### src/rtl/uart_tx_param.sv
// Single-clock UART transmitter: LSB-first framing with configurable width, parity and stop bits.
// Optional break generator compiled in with `define UART_TX_BREAK_EN (adds input break_i).
module uart_tx_param #(
    parameter int unsigned DATA_W = 8,
    parameter int unsigned BAUD_W = 16
) (
    input  logic              clk,
    input  logic              rst_n,
    input  logic              tx_en,
    input  logic [BAUD_W-1:0] baud_div,
    input  logic [1:0]        parity_mode,
    input  logic              stop2,
    input  logic [DATA_W-1:0] data_i,
    input  logic              empty_i,
`ifdef UART_TX_BREAK_EN
    input  logic              break_i,
`endif
    output logic              re_o,
    output logic              tx,
    output logic              busy_o,
    output logic              done_o
);

    localparam int unsigned BC_W = $clog2(DATA_W);

    typedef enum logic [2:0] {IDLE, LOAD, START, DATA, PARITY, STOP} state_e;

    state_e              state_q, state_d;
    logic [BAUD_W-1:0]   cnt_q, cnt_d;
    logic [BAUD_W-1:0]   div_q, div_d;
    logic [BC_W-1:0]     bit_cnt_q, bit_cnt_d;
    logic [DATA_W-1:0]   shift_q, shift_d;
    logic                stop_cnt_q, stop_cnt_d;
    logic                par_en_q, par_en_d;
    logic                par_bit_q, par_bit_d;
    logic                stop2_q, stop2_d;
    logic                tx_q, tx_d;
    logic                done_q, done_d;
    logic                brk_active;
    logic                bit_tick;
    logic                last_stop;

`ifdef UART_TX_BREAK_EN
    assign brk_active = break_i;
`else
    assign brk_active = 1'b0;
`endif

    assign bit_tick  = (cnt_q == div_q - BAUD_W'(1));
    assign last_stop = !stop2_q || stop_cnt_q;

    always_comb begin
        state_d    = state_q;
        cnt_d      = cnt_q;
        div_d      = div_q;
        bit_cnt_d  = bit_cnt_q;
        shift_d    = shift_q;
        stop_cnt_d = stop_cnt_q;
        par_en_d   = par_en_q;
        par_bit_d  = par_bit_q;
        stop2_d    = stop2_q;
        tx_d       = tx_q;
        done_d     = 1'b0;
        re_o       = 1'b0;

        if (state_q inside {START, DATA, PARITY, STOP})
            cnt_d = bit_tick ? '0 : cnt_q + BAUD_W'(1);

        case (state_q)
            IDLE: begin
                cnt_d = '0;
                tx_d  = 1'b1;
                if (brk_active) begin
                    tx_d = 1'b0;
                end else if (tx_en && !empty_i) begin
                    re_o    = 1'b1;
                    state_d = LOAD;
                end
            end
            LOAD: begin
                shift_d    = data_i;
                div_d      = (baud_div < BAUD_W'(2)) ? BAUD_W'(2) : baud_div;
                par_en_d   = (parity_mode == 2'b01) || (parity_mode == 2'b10);
                par_bit_d  = (^data_i) ^ (parity_mode == 2'b01);
                stop2_d    = stop2;
                cnt_d      = '0;
                bit_cnt_d  = '0;
                stop_cnt_d = 1'b0;
                tx_d       = 1'b0;
                state_d    = START;
            end
            START: begin
                if (bit_tick) begin
                    tx_d    = shift_q[0];
                    state_d = DATA;
                end
            end
            DATA: begin
                if (bit_tick) begin
                    shift_d = shift_q >> 1;
                    if (bit_cnt_q == BC_W'(DATA_W - 1)) begin
                        bit_cnt_d = '0;
                        if (par_en_q) begin
                            tx_d    = par_bit_q;
                            state_d = PARITY;
                        end else begin
                            tx_d    = 1'b1;
                            state_d = STOP;
                        end
                    end else begin
                        bit_cnt_d = bit_cnt_q + BC_W'(1);
                        tx_d      = shift_d[0];
                    end
                end
            end
            PARITY: begin
                if (bit_tick) begin
                    tx_d    = 1'b1;
                    state_d = STOP;
                end
            end
            STOP: begin
                tx_d = 1'b1;
                // done is registered, so raise it one cycle ahead of the final tick
                if (last_stop && (cnt_q == div_q - BAUD_W'(2)))
                    done_d = 1'b1;
                if (bit_tick) begin
                    if (last_stop) begin
                        stop_cnt_d = 1'b0;
                        state_d    = IDLE;
                    end else begin
                        stop_cnt_d = 1'b1;
                    end
                end
            end
            default: state_d = IDLE;
        endcase
    end

    always_ff @(posedge clk or negedge rst_n) begin
        if (!rst_n) begin
            state_q    <= IDLE;
            cnt_q      <= '0;
            div_q      <= BAUD_W'(2);
            bit_cnt_q  <= '0;
            shift_q    <= '0;
            stop_cnt_q <= 1'b0;
            par_en_q   <= 1'b0;
            par_bit_q  <= 1'b0;
            stop2_q    <= 1'b0;
            tx_q       <= 1'b1;
            done_q     <= 1'b0;
        end else begin
            state_q    <= state_d;
            cnt_q      <= cnt_d;
            div_q      <= div_d;
            bit_cnt_q  <= bit_cnt_d;
            shift_q    <= shift_d;
            stop_cnt_q <= stop_cnt_d;
            par_en_q   <= par_en_d;
            par_bit_q  <= par_bit_d;
            stop2_q    <= stop2_d;
            tx_q       <= tx_d;
            done_q     <= done_d;
        end
    end

    assign tx     = tx_q;
    assign done_o = done_q;
    assign busy_o = (state_q != IDLE) || brk_active;

endmodule

### config.mk
export PLATFORM = sky130hd
export DESIGN_NAME = uart_tx_param
export DESIGN_NICKNAME = d
export VERILOG_FILES = /design/src/rtl/uart_tx_param.sv
export SDC_FILE = /design/constraint.sdc
export NUM_CORES = 1
export LEC_CHECK = 0
export CELL_PAD_IN_SITES_DETAIL_PLACEMENT = 1
export CELL_PAD_IN_SITES_GLOBAL_PLACEMENT = 1
export CORE_MARGIN = 3
export CORE_UTILIZATION = 40
export CTS_BUF_LIST = sky130_fd_sc_hd__clkbuf_4
export CTS_CLUSTER_DIAMETER = 120
export DETAILED_ROUTE_END_ITERATION = 6
export DONT_BUFFER_PORTS = 1
export PLACE_DENSITY_LB_ADDON = 0.2
export SETUP_SLACK_MARGIN = 0.4
export SYNTH_ARGS = -nofsm -noshare
export SYNTH_HDL_FRONTEND = slang
export SYNTH_SLANG_ARGS = --single-unit
### constraint.sdc
create_clock -name clk -period 3.8 [get_ports clk]
set_input_delay 0.57 -clock clk [delete_from_list [all_inputs] [get_ports clk]]
set_output_delay 0.57 -clock clk [all_outputs]
set_load 0.02 [all_outputs]
==> impl_metrics.xml, run 1 <==
<?xml version="1.0" encoding="UTF-8"?>
<metrics>
  <group name="route">
    <metric name="route.detailed.drc" unit="">0</metric>
    <metric name="antenna_left" unit="">0</metric>
    <metric name="vias" unit="">3136</metric>
    <metric name="route.final.wire_length" unit="um">10100</metric>
    <metric name="dr.first_iter.drc_count" unit="">99</metric>
    <metric name="routed_wire_length_per_instance" unit="um">19.0</metric>
    <metric name="route.detailed.vias_per_inst" unit="">5.92</metric>
    <metric name="drt_pass1_iterations" unit="">4</metric>
  </group>
  <group name="setup_path">
    <metric name="path_common_cell" unit="">sky130_fd_sc_hd__buf_4</metric>
    <metric name="worstSetupPathType" unit="">reg -&gt; reg</metric>
    <metric name="crit_family" unit="">simple AND/OR/NAND/NOR gates</metric>
    <metric name="worstPathRequired" unit="ns">4.12</metric>
    <metric name="worst_ep_arrival_time" unit="ns">3.49</metric>
    <metric name="worst_setup_path_end_kind" unit="">flop</metric>
    <metric name="series_of_cell_instances_along_the_critical_path" unit="">or4_4 -&gt; or4_1 -&gt; a21o_1 -&gt; a32oi_1 -&gt; nor4_2 -&gt; buf_4 -&gt; buf_4 -&gt; o31a_1 -&gt; mux2i_1</metric>
    <metric name="critical_path.startpoint_type" unit="">flop</metric>
    <metric name="worst-path-buf-inv" unit="">2</metric>
    <metric name="timing.rr.end" unit="">cnt_q[4]</metric>
    <metric name="setup.reg_to_reg.worst_slack" unit="ns">0.63</metric>
    <metric name="cpPeakStageDelay" unit="ns">0.63</metric>
    <metric name="worst_path_max_delay_cell" unit="">sky130_fd_sc_hd__or4_4</metric>
    <metric name="rr_worst_depth" unit="">9</metric>
    <metric name="worst_r2r_startpoint" unit="">div_q[3]</metric>
    <metric name="path_max_fanout" unit="">14</metric>
  </group>
  <group name="clocking">
    <metric name="cts.sink_count" unit="">52</metric>
    <metric name="numCtsBuffers" unit="">5</metric>
    <metric name="ctsHtreeMaxLevel" unit="">2</metric>
    <metric name="cts.root.buffer_cell" unit="">sky130_fd_sc_hd__clkbuf_4</metric>
    <metric name="clock_tree_from_tritoncts" unit="">built</metric>
    <metric name="worst_skew_pair.late_latency" unit="ns">0.39</metric>
    <metric name="clock_path_buffers" unit="">2</metric>
    <metric name="clock_pin_slew_reported_for_the_worst_setup_and_hold_paths_after_clock_tree_synthesis" unit="ns">0.16</metric>
    <metric name="postCtsSetupBuffers" unit="">0</metric>
  </group>
  <group name="grt">
    <metric name="number_of_global_route_vias_before_repair" unit="">3353</metric>
    <metric name="grt_pass1_wl" unit="um">17000</metric>
    <metric name="global_route.overflow_total" unit="">0</metric>
    <metric name="grt_antenna_before_repair" unit="">0</metric>
    <metric name="grt.total_usage" unit="%">20.7</metric>
    <metric name="grt_start_max_net_pins" unit="">53</metric>
  </group>
  <group name="synth">
    <metric name="yosys_top_cell_area_share" unit="%">34.3</metric>
    <metric name="seq_area_frac_synth" unit="%">35.7</metric>
    <metric name="synth.mux.area_fraction" unit="%">2.95</metric>
    <metric name="async_reset_ff_share" unit="%">100</metric>
    <metric name="synth_xor_xnor_area_share" unit="%">8.88</metric>
    <metric name="synth.lib_cells_used.distinct" unit="">64</metric>
    <metric name="synth_compound_area_share" unit="%">17.7</metric>
    <metric name="post_synth.cell_area_avg" unit="um2">8.35</metric>
    <metric name="synthDominantAreaCellType" unit="">sky130_fd_sc_hd__dfrtp_1</metric>
    <metric name="yosys_register_bits" unit="">52</metric>
    <metric name="synthesis.nets" unit="">474</metric>
    <metric name="yosys-top-cells-area" unit="">sky130_fd_sc_hd__dfrtp_1 (34%), sky130_fd_sc_hd__nand2_1 (7.1%), sky130_fd_sc_hd__xnor2_1 (6.5%)</metric>
    <metric name="synthSimpleGateAreaFrac" unit="%">26.2</metric>
    <metric name="synth_adder_area_share" unit="%">2.06</metric>
    <metric name="post_synth_instance_area" unit="um2">3650</metric>
    <metric name="netlist_instances" unit="">437</metric>
    <metric name="synth_top_family_by_area" unit="">simple AND/OR/NAND/NOR gates</metric>
    <metric name="synth_top_flop_cell" unit="">sky130_fd_sc_hd__dfrtp_1</metric>
    <metric name="synth-warning-count" unit="">0</metric>
    <metric name="edff_count_synth" unit="">0</metric>
  </group>
  <group name="sta">
    <metric name="final_hold_vios" unit="">0</metric>
    <metric name="slew_viol_final" unit="">0</metric>
    <metric name="timing.final.crit_share" unit="%">83.4</metric>
    <metric name="layout_setup_ws" unit="ns">0.632</metric>
    <metric name="setup-violations-final" unit="">0</metric>
    <metric name="final.setup.tns" unit="ns">0</metric>
    <metric name="fmax" unit="MHz">316</metric>
    <metric name="worst_slew_margin_rel" unit="%">20.9</metric>
    <metric name="skew" unit="ns">0.0186</metric>
    <metric name="hold-worst-slack" unit="ns">0.0101</metric>
    <metric name="final_period_minus_worst_setup_slack" unit="ns">3.17</metric>
    <metric name="grt_setup_unrepaired" unit="">no</metric>
    <metric name="worst_pin_slew" unit="ns">1.18</metric>
  </group>
  <group name="floorplan">
    <metric name="start_util" unit="%">41.4</metric>
    <metric name="dieArea" unit="um2">10300</metric>
    <metric name="die_w" unit="um">102</metric>
    <metric name="num_io_pins" unit="">35</metric>
    <metric name="placementRows" unit="">34</metric>
    <metric name="coreArea" unit="um2">8810</metric>
    <metric name="die_h" unit="um">102</metric>
  </group>
  <group name="placement">
    <metric name="hpwl" unit="um">7550</metric>
    <metric name="place.detailed.instances" unit="">521</metric>
    <metric name="gp_congestion" unit="">0.844</metric>
    <metric name="dpl_cell_area" unit="um2">3670</metric>
    <metric name="placement.io_buffers" unit="">0</metric>
    <metric name="dpl_worst_slack" unit="ns">0.341</metric>
  </group>
  <group name="job">
    <metric name="max_cap_viol_count" unit="">0</metric>
  </group>
  <group name="layout">
    <metric name="final_cell_mix" unit="">sky130_fd_sc_hd__nand2_1 (69), sky130_fd_sc_hd__dfrtp_1 (50), sky130_fd_sc_hd__nor2_1 (31), sky130_fd_sc_hd__xnor2_1 (27)</metric>
    <metric name="count_of_inserted_antenna_diode_cells" unit="">0</metric>
    <metric name="final_design_utilization" unit="%">42.9</metric>
    <metric name="finish.instance_area" unit="um2">3780</metric>
    <metric name="final_net_count" unit="">458</metric>
    <metric name="layout-area-overhead-vs-synth" unit="%">3.50</metric>
    <metric name="layout.cells.most_common" unit="">sky130_fd_sc_hd__nand2_1</metric>
    <metric name="layout-drive-gt1-share" unit="%">9.00</metric>
    <metric name="nFillCells" unit="">1063</metric>
    <metric name="final_cell_count_no_fill" unit="">530</metric>
  </group>
  <group name="min_path">
    <metric name="hold_crit_path_type" unit="">in -&gt; async</metric>
  </group>
  <group name="power_and_ir_drop">
    <metric name="power.density" unit="nW/um2">603</metric>
    <metric name="vdd_ir_drop_max" unit="mV">0.247</metric>
    <metric name="power.leakage" unit="nW">1.51</metric>
    <metric name="power.total" unit="mW">2.28</metric>
  </group>
  <group name="outcome">
    <metric name="status" unit="">finished, final reports clean</metric>
  </group>
</metrics>
==> final cells by class <==
cell class	count	area (um2)	share of cell area, %
Clock buffer	5	37.5	0.994
Clock inverter	3	18.8	0.497
Inverter	22	82.6	2.19
Multi-Input combinational cell	334	2130	56.5
Sequential cell	52	1300	34.5
Tap cell	108	135	3.58
Timing Repair Buffer	6	65.1	1.72
==> layer usage <==
layer  track usage (%)  share of wire (%)
met1              28.9                 49
met3              2.89                2.8
met5                 0                  0
met2              34.0                 48
met4              4.60                1.0
==> registers in the layout (all words and copies together), names as in the netlist <==
| name | cells |
|---|---|
| cnt_q | 16 |
| shift_q | 8 |
| div_q | 16 |
| tx | 1 |
| stop2_q | 1 |
| par_en_q | 1 |
| stop_cnt_q | 1 |
| state_q | 3 |
| par_bit_q | 1 |
| done_o | 1 |
| bit_cnt_q | 3 |
==> cell families (layout without fill, tap and decap cells) <==
logic type,count (synthesis),count (layout)
compound gates,92,92
xor+xnor,37,37
fa+ha+maj,6,6
buf+inv,51,36
flops,52,52
mux,10,10
simple gates,189,189
==> cells in the mapped netlist, drive strengths merged, types with 3 or more instances <==
library cell	number
nor3	16
and3	5
o21ai	21
nand2b	5
nor4	7
o31ai	4
o2bb2ai	3
mux2	3
mux2i	7
o31a	10
nor2b	4
xor2	10
buf	11
nand4	10
nor2	33
or4	8
dfrtp	50
a2111oi	3
nand2	70
ha	6
inv	21
xnor2	27
a21oi	9
a31oi	17
o41ai	3
clkbuf	18
and2	3
nand3	17
==> worst max-delay path by stage <==
stage | from | end | slack (ns) | cells past startpoint
3_3_place_gp | div_q[2] | cnt_q[7] | 0.42 | 10
5_1_grt | div_q[3] | cnt_q[4] | 0.45 | 9
4_1_cts | div_q[2] | cnt_q[14] | 0.41 | 10
6_report | div_q[3] | cnt_q[4] | 0.63 | 9
3_5_place_dp | div_q[2] | cnt_q[14] | 0.34 | 10
2_1_floorplan | div_q[2] | stop_cnt_q | 0.83 | 11
==> repair_timing <==
| item | 4_1_cts | 5_1_grt |
|---|---|---|
| setup endpoints to repair | 13 | 23 |
| gates resized for setup | 1 | 5 |
| hold endpoints to repair | 52 | 0 |
| hold buffers | 1 | 0 |
| pin swaps | 0 | 1 |
==> report_power, final <==
group	internal [mW]	switching, mW	total [mW]
logic	0.446	0.491	0.936
registers	0.747	0.329	1.08
clock network	0.0718	0.193	0.265
No activity file was read; power rests on OpenSTA's default activity.
==> run 2, diff against run 1 <==
==> constraint.sdc (replaced) <==
create_clock -name clk -period 2.77 [get_ports clk]
set_input_delay 0.4155 -clock clk [delete_from_list [all_inputs] [get_ports clk]]
set_output_delay 0.4155 -clock clk [all_outputs]
set_load 0.02 [all_outputs]
==> impl_metrics.xml, run 2 (synthesis gave the netlist of run 1 again) <==
<?xml version="1.0" encoding="UTF-8"?>
<metrics>
  <group name="layout">
    <metric name="count_of_inserted_antenna_diode_cells" unit="">0</metric>
    <metric name="nFillCells" unit="">1074</metric>
    <metric name="layout-drive-gt1-share" unit="%">26.0</metric>
    <metric name="final_design_utilization" unit="%">51.4</metric>
    <metric name="finish.instance_area" unit="um2">4530</metric>
    <metric name="top_regs" unit="">cnt_q x16, div_q x16, shift_q x8</metric>
    <metric name="layout.cells.most_common" unit="">sky130_fd_sc_hd__nand2_1</metric>
    <metric name="final_net_count" unit="">525</metric>
    <metric name="layout-area-overhead-vs-synth" unit="%">24.2</metric>
    <metric name="final_cell_mix" unit="">sky130_fd_sc_hd__nand2_1 (69), sky130_fd_sc_hd__buf_4 (67), sky130_fd_sc_hd__dfrtp_1 (47), sky130_fd_sc_hd__nor2_1 (31), sky130_fd_sc_hd__xnor2_1 (26)</metric>
  </group>
  <group name="sta">
    <metric name="final_period_minus_worst_setup_slack" unit="ns">2.93</metric>
    <metric name="final_hold_vios" unit="">0</metric>
    <metric name="worst_slew_margin_rel" unit="%">16.6</metric>
    <metric name="worst_pin_slew" unit="ns">1.24</metric>
    <metric name="timing.final.crit_share" unit="%">106</metric>
    <metric name="grt_setup_unrepaired" unit="">yes</metric>
    <metric name="final.setup.tns" unit="ns">-2.93</metric>
    <metric name="fmax" unit="MHz">342</metric>
    <metric name="slew_viol_final" unit="">0</metric>
    <metric name="skew" unit="ns">0.0146</metric>
    <metric name="setup-violations-final" unit="">32</metric>
    <metric name="layout_setup_ws" unit="ns">-0.156</metric>
  </group>
  <group name="floorplan">
    <metric name="start_util" unit="%">41.4</metric>
    <metric name="die_h" unit="um">102</metric>
    <metric name="coreArea" unit="um2">8810</metric>
    <metric name="die_w" unit="um">102</metric>
    <metric name="placementRows" unit="">34</metric>
    <metric name="dieArea" unit="um2">10300</metric>
    <metric name="num_io_pins" unit="">35</metric>
  </group>
  <group name="setup_path">
    <metric name="worstSetupPathType" unit="">reg -&gt; reg</metric>
    <metric name="worst_setup_path_end_kind" unit="">flop</metric>
    <metric name="path_max_fanout" unit="">11</metric>
    <metric name="worst_ep_arrival_time" unit="ns">3.23</metric>
    <metric name="worstPathRequired" unit="ns">3.07</metric>
    <metric name="critical_path.startpoint_type" unit="">flop</metric>
  </group>
  <group name="route">
    <metric name="route.detailed.drc" unit="">0</metric>
    <metric name="vias" unit="">3511</metric>
    <metric name="drt_pass1_iterations" unit="">6</metric>
    <metric name="route.detailed.vias_per_inst" unit="">5.88</metric>
    <metric name="routed_wire_length_per_instance" unit="um">20.0</metric>
    <metric name="dr.first_iter.drc_count" unit="">134</metric>
    <metric name="antenna_left" unit="">0</metric>
    <metric name="route.final.wire_length" unit="um">11900</metric>
  </group>
  <group name="clocking">
    <metric name="cts.root.buffer_cell" unit="">sky130_fd_sc_hd__clkbuf_4</metric>
    <metric name="ctsHtreeMaxLevel" unit="">2</metric>
    <metric name="cts.sink_count" unit="">52</metric>
    <metric name="clock_pin_slew_reported_for_the_worst_setup_and_hold_paths_after_clock_tree_synthesis" unit="ns">0.16</metric>
    <metric name="clock_tree_from_tritoncts" unit="">built</metric>
    <metric name="numCtsBuffers" unit="">5</metric>
    <metric name="clock_path_buffers" unit="">2</metric>
    <metric name="worst_skew_pair.late_latency" unit="ns">0.40</metric>
  </group>
  <group name="power_and_ir_drop">
    <metric name="switchingPower" unit="mW">1.71</metric>
    <metric name="vdd_ir_drop_max" unit="mV">0.373</metric>
    <metric name="share_seq_of_total_power" unit="%">33.2</metric>
    <metric name="clock_power_share" unit="%">9.7</metric>
    <metric name="share_comb_of_total_power" unit="%">57.2</metric>
    <metric name="power.leakage" unit="nW">1.89</metric>
    <metric name="internal_power" unit="mW">2.22</metric>
    <metric name="power.density" unit="nW/um2">868</metric>
    <metric name="power.switching_fraction" unit="%">43.6</metric>
  </group>
  <group name="outcome">
    <metric name="status" unit="">finished with violations</metric>
    <metric name="violations_in_the_final_reports" unit="">setup timing</metric>
  </group>
  <group name="placement">
    <metric name="gp_congestion" unit="">0.882</metric>
    <metric name="hpwl" unit="um">8600</metric>
    <metric name="dpl_cell_area" unit="um2">4200</metric>
    <metric name="placement.io_buffers" unit="">0</metric>
  </group>
  <group name="grt">
    <metric name="grt.total_usage" unit="%">23.5</metric>
    <metric name="grt_pass1_wl" unit="um">19000</metric>
    <metric name="number_of_global_route_vias_before_repair" unit="">3770</metric>
    <metric name="grt_antenna_before_repair" unit="">0</metric>
    <metric name="global_route.overflow_total" unit="">0</metric>
    <metric name="grt_start_max_net_pins" unit="">53</metric>
  </group>
  <group name="min_path">
    <metric name="hold_crit_path_type" unit="">in -&gt; reg</metric>
  </group>
  <group name="job">
    <metric name="max_cap_viol_count" unit="">0</metric>
  </group>
</metrics>
[run 2: changes by cell type in the layout (fill, tap and decap cells not counted), sizes merged]
cell and delta:
buf +66, clkinv -2, clkbuf +1, clkinvlp +1
dlygate4sd3 +1
[run 2: worst paths after layout]
path	startpoint	endpoint	slack, ns	cells after the start
min reg2reg	par_bit_q	par_bit_q	0.50	2
min in group asynchronous	rst_n	cnt_q[10]	0.51	2
min	stop2	stop2_q	0.11	2
max reg2reg	div_q[7]	shift_q[6]	-0.16	9
max in group asynchronous	rst_n	div_q[1]	1.96	2
max	div_q[7]	shift_q[6]	-0.16	9
[run 2: critical path: stages (launching register included)]
cell and delay [ns]:
sky130_fd_sc_hd__dfrtp_1 0.43, sky130_fd_sc_hd__or4_4 0.58, sky130_fd_sc_hd__or4_1 0.53, sky130_fd_sc_hd__a21o_1 0.23, sky130_fd_sc_hd__a32oi_2 0.28, sky130_fd_sc_hd__nor4_4 0.09
sky130_fd_sc_hd__buf_4 0.15, sky130_fd_sc_hd__and3_4 0.17, sky130_fd_sc_hd__buf_12 0.14, sky130_fd_sc_hd__o31a_1 0.24
[run 2: what timing repair did]
action,4_1_cts,5_1_grt
setup buffers,6,3
gates resized for setup,21,11
pin swaps,10,6
endpoints found under the hold margin,52,0
endpoints found under the setup margin,32,34
hold buffers,2,0
[run 2: area by class of cell]
cell class | count | area, um2 | share of cell area [%]
repair buffers | 73 | 598 | 13.2
multi-input cells | 334 | 2350 | 51.8
well taps | 108 | 135 | 2.98
inverters | 22 | 82.6 | 1.82
clock buffers | 6 | 45.0 | 0.994
flip-flops and latches | 52 | 1310 | 28.9
clock inverters | 2 | 16.3 | 0.359
[run 2: stage by stage]
step           setup WS, ns  hold WS [ns]  std cells  power, mW
2_1_floorplan      -0.00627         0.120        437       2.59
3_3_place_gp        -0.0847         0.123        578       3.24
3_5_place_dp         -0.114         0.123        578       3.34
4_1_cts             -0.0906        0.0904        594       3.81
5_1_grt              -0.286         0.103        597       4.19
6_report             -0.156         0.106        597       3.93
[run 2: routing by layer]
layer | up-vias | routed length (um) | GRT usage (%)
li1 | 1664 | - | -
met1 | 1762 | 4940 | 28.1
met2 | 61 | 6260 | 42.7
met3 | 24 | 403 | 2.96
met4 | 0 | 324 | 8.69
met5 | - | 0 | 0
[run 2: power by group through the flow]
stage	Sequential [mW]	Combinational [mW]	Clock, mW
2_1_floorplan	1.23	1.36	0
3_3_place_gp	1.29	1.95	0
3_5_place_dp	1.32	2.02	0
4_1_cts	1.30	2.12	0.398
5_1_grt	1.34	2.44	0.414
6_report	1.30	2.25	0.380
==> run 3, diff against run 2 <==
==> constraint.sdc (replaced) <==
create_clock -name clk -period 2.45 [get_ports clk]
set_input_delay 0.3675 -clock clk [delete_from_list [all_inputs] [get_ports clk]]
set_output_delay 0.3675 -clock clk [all_outputs]
set_load 0.02 [all_outputs]
==> impl_metrics.xml, run 3 (synthesis gave the netlist of run 1 again) <==
<?xml version="1.0" encoding="UTF-8"?>
<metrics>
  <group name="layout">
    <metric name="top_regs" unit="">cnt_q x16, div_q x16, shift_q x8</metric>
    <metric name="final_cell_mix" unit="">sky130_fd_sc_hd__buf_4 (74), sky130_fd_sc_hd__nand2_1 (67), sky130_fd_sc_hd__dfrtp_1 (48), sky130_fd_sc_hd__nor2_1 (30), sky130_fd_sc_hd__xnor2_1 (25)</metric>
    <metric name="layout-area-overhead-vs-synth" unit="%">30.7</metric>
    <metric name="count_of_inserted_antenna_diode_cells" unit="">0</metric>
    <metric name="final_cell_count_no_fill" unit="">612</metric>
    <metric name="layout.cells.most_common" unit="">sky130_fd_sc_hd__buf_4</metric>
    <metric name="layout-drive-gt1-share" unit="%">31.9</metric>
    <metric name="nFillCells" unit="">1043</metric>
    <metric name="final_net_count" unit="">540</metric>
    <metric name="finish.instance_area" unit="um2">4770</metric>
  </group>
  <group name="sta">
    <metric name="slew_viol_final" unit="">0</metric>
    <metric name="layout_setup_ws" unit="ns">-0.396</metric>
    <metric name="setup-violations-final" unit="">32</metric>
    <metric name="final_hold_vios" unit="">0</metric>
    <metric name="worst_slew_margin_rel" unit="%">31.2</metric>
    <metric name="grt_setup_unrepaired" unit="">yes</metric>
    <metric name="skew" unit="ns">0.0151</metric>
    <metric name="hold-worst-slack" unit="ns">0.0716</metric>
    <metric name="fmax" unit="MHz">351</metric>
    <metric name="final_period_minus_worst_setup_slack" unit="ns">2.85</metric>
    <metric name="worst_pin_slew" unit="ns">1.03</metric>
    <metric name="timing.final.crit_share" unit="%">116</metric>
  </group>
  <group name="grt">
    <metric name="grt_start_max_net_pins" unit="">53</metric>
    <metric name="grt_pass1_wl" unit="um">18600</metric>
    <metric name="grt.total_usage" unit="%">22.8</metric>
    <metric name="number_of_global_route_vias_before_repair" unit="">3736</metric>
    <metric name="grt_antenna_before_repair" unit="">0</metric>
    <metric name="global_route.overflow_total" unit="">0</metric>
  </group>
  <group name="setup_path">
    <metric name="timing.rr.end" unit="">stop_cnt_q</metric>
    <metric name="worst_setup_path_end_kind" unit="">flop</metric>
    <metric name="path_common_cell" unit="">sky130_fd_sc_hd__or4_4</metric>
    <metric name="worstSetupStartpoint" unit="">div_q[6]</metric>
    <metric name="critical_path_cell_count" unit="">8</metric>
    <metric name="critical_path.startpoint_type" unit="">flop</metric>
    <metric name="worstSetupPathType" unit="">reg -&gt; reg</metric>
    <metric name="critPathCapture" unit="">stop_cnt_q</metric>
    <metric name="worst_r2r_startpoint" unit="">div_q[6]</metric>
    <metric name="path_max_fanout" unit="">5</metric>
    <metric name="rr_worst_depth" unit="">8</metric>
    <metric name="worstPathRequired" unit="ns">2.79</metric>
    <metric name="cpPeakStageDelay" unit="ns">0.58</metric>
    <metric name="worst_ep_arrival_time" unit="ns">3.19</metric>
    <metric name="worst_path_max_delay_cell" unit="">sky130_fd_sc_hd__or4_4</metric>
    <metric name="setup.reg_to_reg.worst_slack" unit="ns">-0.40</metric>
    <metric name="worst-path-buf-inv" unit="">1</metric>
    <metric name="series_of_cell_instances_along_the_critical_path" unit="">buf_6 -&gt; nor4_4 -&gt; nand2_2 -&gt; xor2_2 -&gt; mux2_4 -&gt; or4_4 -&gt; or4_4 -&gt; o211ai_2</metric>
    <metric name="crit_family" unit="">simple AND/OR/NAND/NOR gates</metric>
  </group>
  <group name="clocking">
    <metric name="worst_skew_pair.late_latency" unit="ns">0.40</metric>
    <metric name="clock_path_buffers" unit="">2</metric>
    <metric name="ctsHtreeMaxLevel" unit="">2</metric>
    <metric name="clock_pin_slew_reported_for_the_worst_setup_and_hold_paths_after_clock_tree_synthesis" unit="ns">0.17</metric>
    <metric name="numCtsBuffers" unit="">5</metric>
    <metric name="cts.sink_count" unit="">52</metric>
    <metric name="clock_tree_from_tritoncts" unit="">built</metric>
    <metric name="cts.root.buffer_cell" unit="">sky130_fd_sc_hd__clkbuf_4</metric>
  </group>
  <group name="outcome">
    <metric name="status" unit="">finished with violations</metric>
    <metric name="violations_in_the_final_reports" unit="">setup timing</metric>
  </group>
  <group name="job">
    <metric name="max_cap_viol_count" unit="">0</metric>
  </group>
  <group name="floorplan">
    <metric name="dieArea" unit="um2">10300</metric>
    <metric name="die_h" unit="um">102</metric>
    <metric name="coreArea" unit="um2">8810</metric>
    <metric name="start_util" unit="%">41.4</metric>
    <metric name="placementRows" unit="">34</metric>
    <metric name="die_w" unit="um">102</metric>
    <metric name="num_io_pins" unit="">35</metric>
  </group>
  <group name="route">
    <metric name="route.detailed.drc" unit="">0</metric>
    <metric name="dr.first_iter.drc_count" unit="">125</metric>
    <metric name="drt_pass1_iterations" unit="">4</metric>
    <metric name="vias" unit="">3568</metric>
    <metric name="antenna_left" unit="">0</metric>
    <metric name="route.detailed.vias_per_inst" unit="">5.83</metric>
    <metric name="route.final.wire_length" unit="um">11800</metric>
    <metric name="routed_wire_length_per_instance" unit="um">19.3</metric>
  </group>
  <group name="power_and_ir_drop">
    <metric name="power.total" unit="mW">4.56</metric>
    <metric name="power.density" unit="nW/um2">957</metric>
    <metric name="power.leakage" unit="nW">2.01</metric>
    <metric name="vdd_ir_drop_max" unit="mV">0.377</metric>
  </group>
  <group name="placement">
    <metric name="place.detailed.instances" unit="">585</metric>
    <metric name="hpwl" unit="um">8540</metric>
    <metric name="gp_congestion" unit="">0.859</metric>
    <metric name="placement.io_buffers" unit="">0</metric>
    <metric name="dpl_cell_area" unit="um2">4250</metric>
  </group>
  <group name="min_path">
    <metric name="hold_crit_path_type" unit="">in -&gt; reg</metric>
  </group>
</metrics>
## run 3: cell count changes in the layout (fill, tap and decap cells not counted), sizes merged
| cell | before | now |
|---|---|---|
| buf | 72 | 86 |
| clkinv | 2 | 3 |
| clkinvlp | 1 | 0 |
| inv | 21 | 22 |
## run 3: through the flow
step	utilization, %	TNS [ns]	worst slack (ns)
finish	54.1	-10.78	-0.396
global route	54.1	-14.09	-0.507
CTS	51.6	-9.62	-0.378
detailed placement	48.3	-12.54	-0.510
global placement	48.3	-9.60	-0.420
floorplan	-	-6.61	-0.326
## run 3: per-layer routing
layer	GRT usage (%)	routed length, um
met4	4.70	191
met1	28.4	5010
met5	0	0
met2	41.2	6200
met3	3.86	396
## run 3: timing repair
| item | CTS | global route |
|---|---|---|
| pin swaps | 27 | 8 |
| gates cloned | 0 | 1 |
| resized for setup | 29 | 29 |
| endpoints found under the hold margin | 52 | 0 |
| setup endpoints to repair | 34 | 34 |
| buffers inserted | 8 | 8 |
| hold buffers | 2 | 0 |
## run 3: cell type report
cell class	instances	area (um2)	area share, %
Inverter	22	82.6	1.73
Timing Repair Buffer	88	751	15.7
Sequential cell	52	1310	27.4
Clock inverter	3	22.5	0.472
Tap cell	108	135	2.83
Multi-Input combinational cell	334	2430	51.0
Clock buffer	5	37.5	0.787
## run 3: power by group
part           internal, mW  switching [mW]
registers              1.16           0.274
clock network         0.117           0.315
logic                  1.34            1.35
total                  2.62            1.94
## run 3: worst min-delay path by stage
stage | cells after the start | endpoint | startpoint | slack (ns)
after floorplan | 0 | bit_cnt_q[0] | rst_n | 0.07
after global placement | 0 | cnt_q[10] | rst_n | 0.07
after detailed placement | 0 | cnt_q[10] | rst_n | 0.07
after CTS | 2 | div_q[3] | baud_div[3] | 0.07
after global routing | 2 | div_q[3] | baud_div[3] | 0.05
final | 2 | div_q[5] | baud_div[5] | 0.07
